<file path="src/rtl/ball_spawner.sv">
// Picks a random spawn row from the game LFSR. Each sample outside [Y_MIN, Y_MAX] is
// rejected, and FALLBACK_Y is used once MAX_TRIES samples have been rejected.
module ball_spawner #(
    parameter logic [9:0] Y_MIN      = 10'd32,
    parameter logic [9:0] Y_MAX      = 10'd447,
    parameter int         MAX_TRIES  = 8,
    parameter logic [9:0] FALLBACK_Y = 10'd240,
    parameter int         COOLDOWN   = 4
) (
    input  logic       gameclk,
    input  logic       reset,
    input  logic [9:0] rnd_in,
    input  logic       spawn_req,
    input  logic       launch_ready,
    output logic       spawn_valid,
    output logic [9:0] ball_y,
    output logic       ball_dir_up,
    output logic       fallback,
    output logic       busy
);

    typedef enum logic [1:0] {
        ST_IDLE     = 2'd0,
        ST_SAMPLE   = 2'd1,
        ST_OFFER    = 2'd2,
        ST_COOLDOWN = 2'd3
    } state_t;

    typedef struct packed {
        logic [9:0] y;
        logic       dir_up;
        logic       fb;
    } offer_t;

    localparam logic [3:0] TRY_LAST = 4'(MAX_TRIES - 1);
    localparam logic [3:0] CD_LOAD  = 4'(COOLDOWN - 1);

    state_t     state, state_nx;
    offer_t     offer, offer_nx;
    logic [3:0] tries, tries_nx;
    logic [3:0] cd_cnt, cd_nx;
    logic       rnd_ok;

    // Zero is the LFSR lock-up value and is never a legal row, whatever Y_MIN is.
    assign rnd_ok = (rnd_in != 10'd0) && (rnd_in >= Y_MIN) && (rnd_in <= Y_MAX);

    always_ff @(posedge gameclk) begin
        if (reset) begin
            state  <= ST_IDLE;
            offer  <= '0;
            tries  <= '0;
            cd_cnt <= '0;
        end else begin
            state  <= state_nx;
            offer  <= offer_nx;
            tries  <= tries_nx;
            cd_cnt <= cd_nx;
        end
    end

    always_comb begin
        state_nx = state;
        offer_nx = offer;
        tries_nx = tries;
        cd_nx    = cd_cnt;
        case (state)
            ST_IDLE: begin
                if (spawn_req) begin
                    state_nx = ST_SAMPLE;
                    tries_nx = '0;
                end
            end
            ST_SAMPLE: begin
                if (rnd_ok) begin
                    offer_nx = '{y: rnd_in, dir_up: rnd_in[0], fb: 1'b0};
                    state_nx = ST_OFFER;
                end else begin
                    tries_nx = tries + 4'd1;
                    if (tries == TRY_LAST) begin
                        offer_nx = '{y: FALLBACK_Y, dir_up: 1'b1, fb: 1'b1};
                        state_nx = ST_OFFER;
                    end
                end
            end
            ST_OFFER: begin
                if (launch_ready) begin
                    state_nx = ST_COOLDOWN;
                    cd_nx    = CD_LOAD;
                end
            end
            ST_COOLDOWN: begin
                if (cd_cnt == 4'd0) state_nx = ST_IDLE;
                else                cd_nx    = cd_cnt - 4'd1;
            end
            default: state_nx = ST_IDLE;
        endcase
    end

    assign spawn_valid = (state == ST_OFFER);
    assign busy        = (state != ST_IDLE);
    assign ball_y      = offer.y;
    assign ball_dir_up = offer.dir_up;
    assign fallback    = offer.fb;

endmodule

</file>
<file path="config.mk">
export PLATFORM = sky130hd
export DESIGN_NAME = ball_spawner
export DESIGN_NICKNAME = d
export VERILOG_FILES = /design/src/rtl/ball_spawner.sv
export SDC_FILE = /design/constraint.sdc
export NUM_CORES = 1
export LEC_CHECK = 0
export CAP_MARGIN = 20
export CORE_ASPECT_RATIO = 1.75
export CORE_MARGIN = 8
export CORE_UTILIZATION = 45
export CTS_CLUSTER_SIZE = 14
export DETAILED_ROUTE_END_ITERATION = 8
export HOLD_SLACK_MARGIN = 0.1
export PLACE_DENSITY = 0.85
export SYNTH_ARGS = -nofsm -noshare
export SYNTH_HDL_FRONTEND = slang
export SYNTH_SLANG_ARGS = --single-unit
</file>
<file path="constraint.sdc">
create_clock -name gameclk -period 2.26 [get_ports gameclk]
set_input_delay 0.452 -clock gameclk [delete_from_list [all_inputs] [get_ports gameclk]]
set_output_delay 0.452 -clock gameclk [all_outputs]
set_load 0.005 [all_outputs]
</file>
==> Word level (Yosys, flattened, before mapping) <==
Cells that the tools add are included.
{ "classes": {"addsub": 2, "n_lt_le_gt_ge": 2, "eq_ne": 10, "mux": 14, "reduce_logical": 13} }
{ "op_table": {"columns": ["op", "n"], "rows": [
  ["2-to-1 mux 12 bit", 2],
  ["2-to-1 mux 4 bit", 4],
  ["case mux 4 bit (2 select lines)", 2],
  [">= comparator 10 x 6 -> 1 bit, second input constant", 1],
  ["<= comparator 10 x 9 -> 1 bit, second input constant", 1],
  ["2-to-1 mux 2 bit", 5],
  ["!= test 2 bit, second input constant", 5],
  ["nonzero test 10 bit", 1],
  ["case mux 2 bit (4 select lines)", 1],
  ["nonzero test 2 bit", 4],
  ["AND reduction 3 bit", 2],
  ["adder 4 x 1 -> 4 bit, second input constant", 1],
  ["equality test 2 bit, second input constant", 2],
  ["equality test 4 x 3 -> 1 bit, second input constant", 1],
  ["zero test 4 bit", 1],
  ["AND reduction 4 bit", 1],
  ["subtractor 4 x 1 -> 4 bit, second input constant", 1],
  ["!= test 3 bit, second input constant", 1],
  ["equality test 2 x 1 -> 1 bit, second input constant", 1],
  ["logical AND 1 bit", 2],
  ["zero test 2 bit", 1],
  ["AND reduction 2 bit", 1]
]} }
{ "word_totals": {"register_bits": 22, "out_inout_bits": 14, "wordCells": 47} }

==> Logic depth before layout (Yosys ltp) <==
Gate-level depths: netlist of the first run.
{ "depth": {"depth_word": 5, "depth_mapped": 7, "ltp_nobuf": 6} }

==> Worst setup path before layout of the first run <==
OpenSTA, ideal clock, no wires.
{ "synth_path": {"path_kind": "register -> register", "from": "reg state[0]", "to": "reg cd_cnt[3]", "arrival_time_ps": 1588, "required_time_ps": 2180, "slack_ps": 593, "path_stages_with_launch": 6, "period_less_slack_ps": 1667, "path_cell_list": "dfxtp_1 -> inv_1 -> ha_1 -> nor2b_1 -> or4_1 -> a211oi_2"} }
{ "synth_between": {"elab_chain_len": 3, "elab_cells_between_ends": 7} }
{ "synth_rtl": {"columns": ["element", "line", "rtl"], "rows": [
  ["from (decl)", "38", "state_t state, state_nx;"],
  ["from (signal assigned)", "54", "state <= state_nx;"],
  ["equality test 2 bit (*)", null, null],
  ["named net spawn_valid", "15", "output logic spawn_valid,"],
  ["!= test 2 bit (no source line) / nonzero test 2 bit (equally long branches)", null, null],
  ["AND reduction 3 bit (no source line)", null, null],
  ["to (signal assigned)", "57", "cd_cnt <= cd_nx;"],
  ["to (decl)", "41", "logic [3:0] cd_cnt, cd_nx;"]
]} }
Mark *: on every way through the listed nets, which the timed path passes. The rest lies on a longest branch.
A chain may end at the register's enable or synchronous reset.

==> Final worst setup path of the first run <==
{ "layout_path": {"from": "reg state[0]", "to": "out busy"} }
{ "layout_between": {"elab_chain_len": 1} }
{ "layout_rtl": {"columns": ["element", "line", "rtl"], "rows": [
  ["nonzero test 2 bit", "100", "assign busy = (state != ST_IDLE);"],
  ["to (decl)", "19", "output logic busy"]
]} }
Every way passes these cells.

==> run summary, run 1 <==
The number of clock buffers added by TritonCTS is 3. The kind of launch point of the worst setup path is a flop. The standby leakage power came out at between 0.5 and 0.6 nW.

The placed wire-length estimate came out at 2.25 mm. The count of buffers inserted at the top-level ports is 27. In this run the biggest area consumer among cell types represents 39.5% of the synthesized area. The data arrival time of the critical path is 1630 ps. By instance count, the leading cell after synthesis is sky130_fd_sc_hd__dfxtp_1. The number of global-route vias before repair is 1,083.

The global placer's final weighted congestion came out at 0.830. The total setup buffers inserted after CTS came out at 0. The number of instances resized during post-cts repair is 0. The average wire per standard cell came out at 15.8 um. In the post-synthesis netlist, the biggest area contributors are sky130_fd_sc_hd__dfxtp_1 (40%), sky130_fd_sc_hd__ha_1 (7.9%), sky130_fd_sc_hd__a21oi_1 (5.4%).

After clock tree synthesis, the flow added hold-fix buffers numbering 0. Counting every net in the synthesized netlist gives roughly 150. The clock sink count came out at 22. The worst IR drop on VDD came out at 0.000625 V.

The synthesized netlist occupies a cell area of 1110 um2. The worst hold-check path type is flop to flop. The power density over the cells came out at 1080 nW/um2. Setup repair after global routing left no endpoint under its margin. Power comes to 1.60 mW. The I/O pin total is 28. The number of hold-slack violations in the final timing report came to 0. The required time of the worst setup path came out at 1810 ps.

The number of detailed-route iterations in the first pass is 4. The number of placed instances, taps included, is 178. The run finished with clean final reports. The clock latency on the worst-skew pair is 260 ps. The number of register bits inferred by synthesis is 22. The deepest clock path buffer count came out at 2.

The total congestion overflow is 0. The worst slew margin relative to its limit is 68.4%. The height of the die is 81.8 um. The final cycle utilization of the critical path came out at around 90%. The initial antenna violation count is 0. The final critical path time including I/O delays and setup came out at ~2100 ps. Setup total negative slack on the finished layout was measured at 0 ps. The number of vias per cell after detailed routing is 5.85. The pin count of the biggest net entering global routing is 13. For this run, the top clock speed supported by timing is 480 MHz. The number of vias in the routed layout is 1,065.

The worst hold-check slack came out at 444 ps. The number of violations of the max-capacitance limit came out at 0. The number of distinct standard cells referenced by the synthesized netlist came out at 38.

The overall track demand over capacity in global routing is between 10% and 20%. The starting DRC count in detailed routing is 43. For this run, the post-layout net count is approximately 180. Averaged over all synthesized cells, the footprint is between 8 and 9 um2. The synthesized netlist cell count is between 100 and 150. The post-route non-filler standard cell count is 182.

The cell at the root of the clock tree is sky130_fd_sc_hd__clkbuf_8. The area enclosed by the die boundary came out at 4390 um2. Of the cells placed in the final design, the portion with a size suffix greater than 1 is 11.5%. The count of final setup violators is 0. The TritonCTS clock tree is built. Of all flip-flops after synthesis, the portion carrying an async set or reset was 0%. The worst setup path is captured at an output port. The count of flip-flops with a built-in enable after synthesis came out at 0.

The detail route stage leaves a number of antenna-violating nets equal to 0. The total wirelength of the detailed-routed design is approximately 2.9 mm. In the synthesized netlist the dominant register cell turns out to be sky130_fd_sc_hd__dfxtp_1. In this run the horizontal extent of the chip is 53.6 um.

The number of warnings reported in the yosys synthesis log came out at 0. The post-detailed-route DRC marker count is 0. The total number of placement rows is 24.

Sorting the synthesized cells by how often they occur yields sky130_fd_sc_hd__dfxtp_1 (22), sky130_fd_sc_hd__a21oi_1 (12), sky130_fd_sc_hd__nor2_1 (10), sky130_fd_sc_hd__nor3_1 (10), sky130_fd_sc_hd__inv_1 (9). For this configuration, the core starts out at a cell density of 45.8%. From synthesis to final layout, the design area changed by 32.9%.

Clock-pin slew was measured on the worst setup and hold paths at 80 ps. The portion of the post-synthesis area used by sequential elements is around two fifths. The setup path with the least slack is of type flop to output port. The wire length of the first global-routing pass came out at 4.71 mm. Summed over all instances, the cell type with the most area after synthesis is sky130_fd_sc_hd__dfxtp_1. The maximum fanout along the worst path came out at 5. The number of slew-limit violations in the final report is 0.

The repair_antennas step left the layout with diodes totalling 0. After filler insertion, the fill cell instance count of the layout stands at between 200 and 250. The clock arrives with 7.34 ps of skew. The core region area is 2430 um2. CTS built an H-tree with a depth of 1.

The worst-margin pin slew is about 470 ps.
==> registers in the layout, summed over array words and instances, names as in the netlist <==
name and cells:
fallback 1, ball_y 10, cd_cnt 4, tries 4
ball_dir_up 1, state 2
==> cell usage in the layout, fill, tap and decap left out, drive strengths merged, types with 2 or more instances in the layout <==
cell            n
nor4            2
mux2            2
a21oi          12
nor3           10
nor2           10
or3             3
dfxtp          22
a211oi          2
buf             4
clkdlybuf4s50  27
clkbuf          4
a31oi           2
o31ai           2
inv             9
ha              7
nand3           8
or4             3
o21ai           3
nand2           7
==> final cells by class <==
type / instances / area (um2) / share of cell area (%)
clock buffers: 4 / 55.1 / 3.72
inverters: 9 / 33.8 / 2.28
multi-input cells: 90 / 619 / 41.8
flip-flops and latches: 22 / 440 / 29.7
well taps: 26 / 32.5 / 2.20
repair buffers: 31 / 300 / 20.3
==> cells by family (layout without fill, tap and decap cells) <==
family,after synthesis,count (layout),share of synthesized area (%)
AO/OA/AOI/OAI,29,29,19.2
XOR/XNOR,1,1,0.786
adder cells (fa/ha/maj),7,7,7.86
buffers and inverters,14,44,4.94
flip-flops,22,22,39.5
multiplexers,3,3,2.92
AND/OR/NAND/NOR,50,50,24.8
==> path summary, 6_finish.rpt <==
check	startpoint	end	slack, ps	cells past startpoint
worst max-delay path	state[0]	busy	180	4
worst min-delay path	ball_y[9]	ball_y[9]	440	2
worst max register to register	state[1]	ball_dir_up	400	6
worst min register to register	ball_y[9]	ball_y[9]	440	2
==> worst max-delay path, stage by stage (launching register included) <==
cell	delay [ps]
sky130_fd_sc_hd__dfxtp_1	410
sky130_fd_sc_hd__inv_1	90
sky130_fd_sc_hd__ha_1	300
sky130_fd_sc_hd__inv_1	80
sky130_fd_sc_hd__clkdlybuf4s50_1	500
==> metrics by stage <==
step                      setup slack (ps)  instance area (um2)  util [%]
final                                  178                 1480      60.9
after detailed placement              91.6                 1430      58.6
after CTS                              181                 1480      60.9
after global routing                  92.4                 1480      60.9
after floorplan                        593                 1110         -
after global placement                 148                 1430      58.6
==> layer usage <==
layer	vias to the layer above	share of wire (%)	global-route usage, %
met1	503	38	14.4
met3	4	6.6	3.99
li1	517	-	-
met4	0	1.0	4.82
met5	-	0	0
met2	41	55	24.9
==> power breakdown <==
| group | internal, mW | switching [mW] |
|---|---|---|
| clock | 0.155 | 0.127 |
| sequential | 0.474 | 0.0644 |
| combinational | 0.388 | 0.388 |
| total | 1.02 | 0.580 |
Power figures use the tool's default switching activity.
==> run 2: changes to the inputs <==
--- a/config.mk
+++ b/config.mk
@@ -13,6 +13,7 @@
 export DETAILED_ROUTE_END_ITERATION = 8
 export HOLD_SLACK_MARGIN = 0.1
 export PLACE_DENSITY = 0.85
+export SLEW_MARGIN = 30
 export SYNTH_ARGS = -nofsm -noshare
 export SYNTH_HDL_FRONTEND = slang
 export SYNTH_SLANG_ARGS = --single-unit
==> results of run 2 <==
No change in the layout: final DEF, timing and power equal those of run 1.
==> run 3: changes to the inputs <==
==> constraint.sdc (replaced) <==
create_clock -name gameclk -period 2.2 [get_ports gameclk]
set_input_delay 0.44 -clock gameclk [delete_from_list [all_inputs] [get_ports gameclk]]
set_output_delay 0.44 -clock gameclk [all_outputs]
set_load 0.005 [all_outputs]
==> run 3 against run 2 <==
Effect of this change: first-iteration DRC count shrank 56%; count of clock-buffer cells in the layout is the same; sequential power grew 3%; via count grew 0.75%; clock power grew 4%; non-clock buffer count is the same.
==> run summary, run 3 (synthesis gave the netlist of run 1 again) <==
Status: completed (unchanged). The total congestion overflow is 0 (unchanged). The placed cell count is 178 (unchanged). The net total in the final layout is 178 (unchanged). The standby leakage power came out at 0.543 nW (unchanged). The family of cells with the greatest summed delay on the critical path is buffers and inverters (unchanged). The most repeated library cell on the critical path is sky130_fd_sc_hd__inv_1 (unchanged).

The count of buffers inserted at the top-level ports is 27 (unchanged). The overall track demand over capacity in global routing came out at 14.2% (was 13.8%). The worst flop-to-flop path startpoint is state[1] (unchanged). The number of slew-limit violations in the final report is 0 (unchanged). The data arrival time of the critical path came out at 1610 ps (was 1630 ps).

The initial antenna violation count came to 0 (unchanged). The delay of the slowest cell on the worst path is 500 ps (about the same). The number of antenna diodes came out at 0 (unchanged).

The wire length of the first global-routing pass is 4.79 mm (was 4.71 mm). The H-tree level count came to 1 (unchanged). The count of antenna-violating nets left after detailed routing is 0 (unchanged). The achievable clock frequency came out at 488 MHz. The area added between synthesis and finish came to 32.9% (unchanged). The area enclosed by the die boundary came out at 4390 um2 (unchanged).

The deepest clock path buffer count is 2 (unchanged). The launch point of the worst hold path is ball_y[9] (unchanged). The number of hold-slack violations in the final timing report is 0 (unchanged). The number of buffers created by CTS came to 3 (unchanged). The number of violations of the max-capacitance limit was 0 (unchanged). RSZ-0062 raised after global routing: false (unchanged). The cell at the root of the clock tree was sky130_fd_sc_hd__clkbuf_8 (unchanged). The count of final setup violators came out at 0 (unchanged).

The number of global-route vias before repair is 1,125 (was 1,083). The clock sink count was 22 (unchanged). The starting DRC count in detailed routing is 19 (was 43).

The worst slew margin relative to its limit came out at 68.0% (was 68.4%). The worst hold-check path type is flop to flop (unchanged). The routed design could run at a clock period as short as between 2000 and 2500 ps. The cts-stage hold buffer count is 0 (unchanged).

The classification of the worst setup path is flop to output port (unchanged). The layout cell share with drive strength beyond 1 is 11.5% (unchanged). The global placer's final weighted congestion is 0.830 (about the same). The height of the die came out at 81.8 um (unchanged). The worst-case register-to-register setup slack came to 320 ps (was 400 ps). The CTS clock-pin slew for the worst setup and hold paths is 80 ps (about the same). The post-detailed-route DRC marker count came out at 0 (unchanged). The worst flop-to-flop path endpoint was ball_dir_up (unchanged). The number of detailed-route iterations in the first pass is 4 (unchanged). The post-route non-filler standard cell count is 182 (unchanged). The critical path's slowest cell is sky130_fd_sc_hd__clkdlybuf4s50_1 (unchanged). The end of the worst hold path is ball_y[9] (unchanged).

The I/O pin total came out at 28 (unchanged). The sum of negative setup slack was 0 ps (unchanged). The logic depth of the worst register-to-register path is 6 (unchanged). The flip-flop count of the largest register, all copies and words added is 10 (unchanged).

The power density over the cells came to 1110 nW/um2 (was 1080 nW/um2). The total number of placement rows came out at 24 (unchanged). The core region area came out at 2430 um2 (unchanged). The most common library cell in the layout ignoring fill and taps was sky130_fd_sc_hd__clkdlybuf4s50_1 (unchanged). The kind of launch point of the worst setup path is a flop (unchanged). The placed wire-length estimate came out at 2.22 mm (was 2.25 mm). The final cycle utilization of the critical path is 93.1%. The worst-margin pin slew is 478 ps (was 472 ps). The total buffers and inverters traversed by the critical path came out at 3 (unchanged).

The required time of the worst setup path is 1760 ps (was 1810 ps). The type of element capturing the critical path is an output port (unchanged). The critical path launch point is state[0] (unchanged). Critical-path cell list: inv_1 > ha_1 > inv_1 > clkdlybuf4s50_1 (unchanged). The number of vias per cell after detailed routing came out at 5.90 (was 5.85). The total wirelength of the detailed-routed design came out at 2.83 mm (was 2.87 mm).

The pin count of the biggest net entering global routing came out at 13 (unchanged). The starting density of the core is 45.8% (unchanged). The number of vias in the routed layout came out at 1,073 (was 1,065). The maximum fanout along the worst path came out at 5 (unchanged). The number of instances resized during post-cts repair was 0 (unchanged). Most frequent cells in the layout: sky130_fd_sc_hd__clkdlybuf4s50_1 (27), sky130_fd_sc_hd__dfxtp_1 (22), sky130_fd_sc_hd__a21oi_1 (12) (unchanged). The floorplan die width is 53.6 um (unchanged). The worst clock skew came to 4.30 ps (was 7.34 ps). The worst IR drop on VDD came out at 0.000621 V (was 0.000625 V). The TritonCTS clock tree is built (unchanged). The clock latency on the worst-skew pair is 270 ps (was 260 ps). The average wire per standard cell is 15.6 um (was 15.8 um). The total setup buffers inserted after CTS came out at 0 (unchanged). The cell depth of the worst hold path came to 2 (unchanged).
run 3: cell counts in the layout (fill, tap and decap cells not counted):
No cell type changed its count.
run 3: area by class of cell:
class	count	area, um2
tap	26	32.5
multi-input combinational	90	619
clock buffer	4	55.1
timing repair buffer	31	300
fill	214	951
inverter	9	33.8
sequential	22	440
run 3: power breakdown:
group	switching, mW	internal, mW
registers	0.0663	0.487
clock network	0.132	0.160
logic	0.398	0.398
total	0.597	1.04
run 3: metrics by stage:
step	hold slack, ps	instance area [um2]	total power, mW	setup slack, ps	util, %
global placement	426	1430	1.30	99.7	58.6
detailed placement	428	1430	1.36	55.8	58.6
global route	487	1480	1.75	45.8	60.9
CTS	446	1480	1.65	138	60.9
finish	443	1480	1.64	152	60.9
floorplan	431	1110	1.08	533	-
run 3: per-layer routing:
metal | up-vias | GRT usage, % | wire length [um]
met5 | - | 0 | 0
met4 | 0 | 7.87 | 80
met3 | 7 | 4.35 | 172
met2 | 36 | 24.9 | 1510
met1 | 515 | 14.3 | 1070
li1 | 515 | - | -
run 3: worst reg2reg max path: stages, from the launching register on:
cell	delay, ps
sky130_fd_sc_hd__dfxtp_1	330
sky130_fd_sc_hd__inv_1	100
sky130_fd_sc_hd__ha_1	230
sky130_fd_sc_hd__inv_1	140
sky130_fd_sc_hd__or4_1	700
sky130_fd_sc_hd__o21ai_0	180
sky130_fd_sc_hd__a21oi_1	90
run 3: worst max-delay path by stage:
stage | end | cells after the start
final | busy | 4
after global routing | busy | 4
after CTS | busy | 4
after detailed placement | ball_dir_up | 5
after global placement | ball_dir_up | 5
after floorplan | cd_cnt[3] | 5
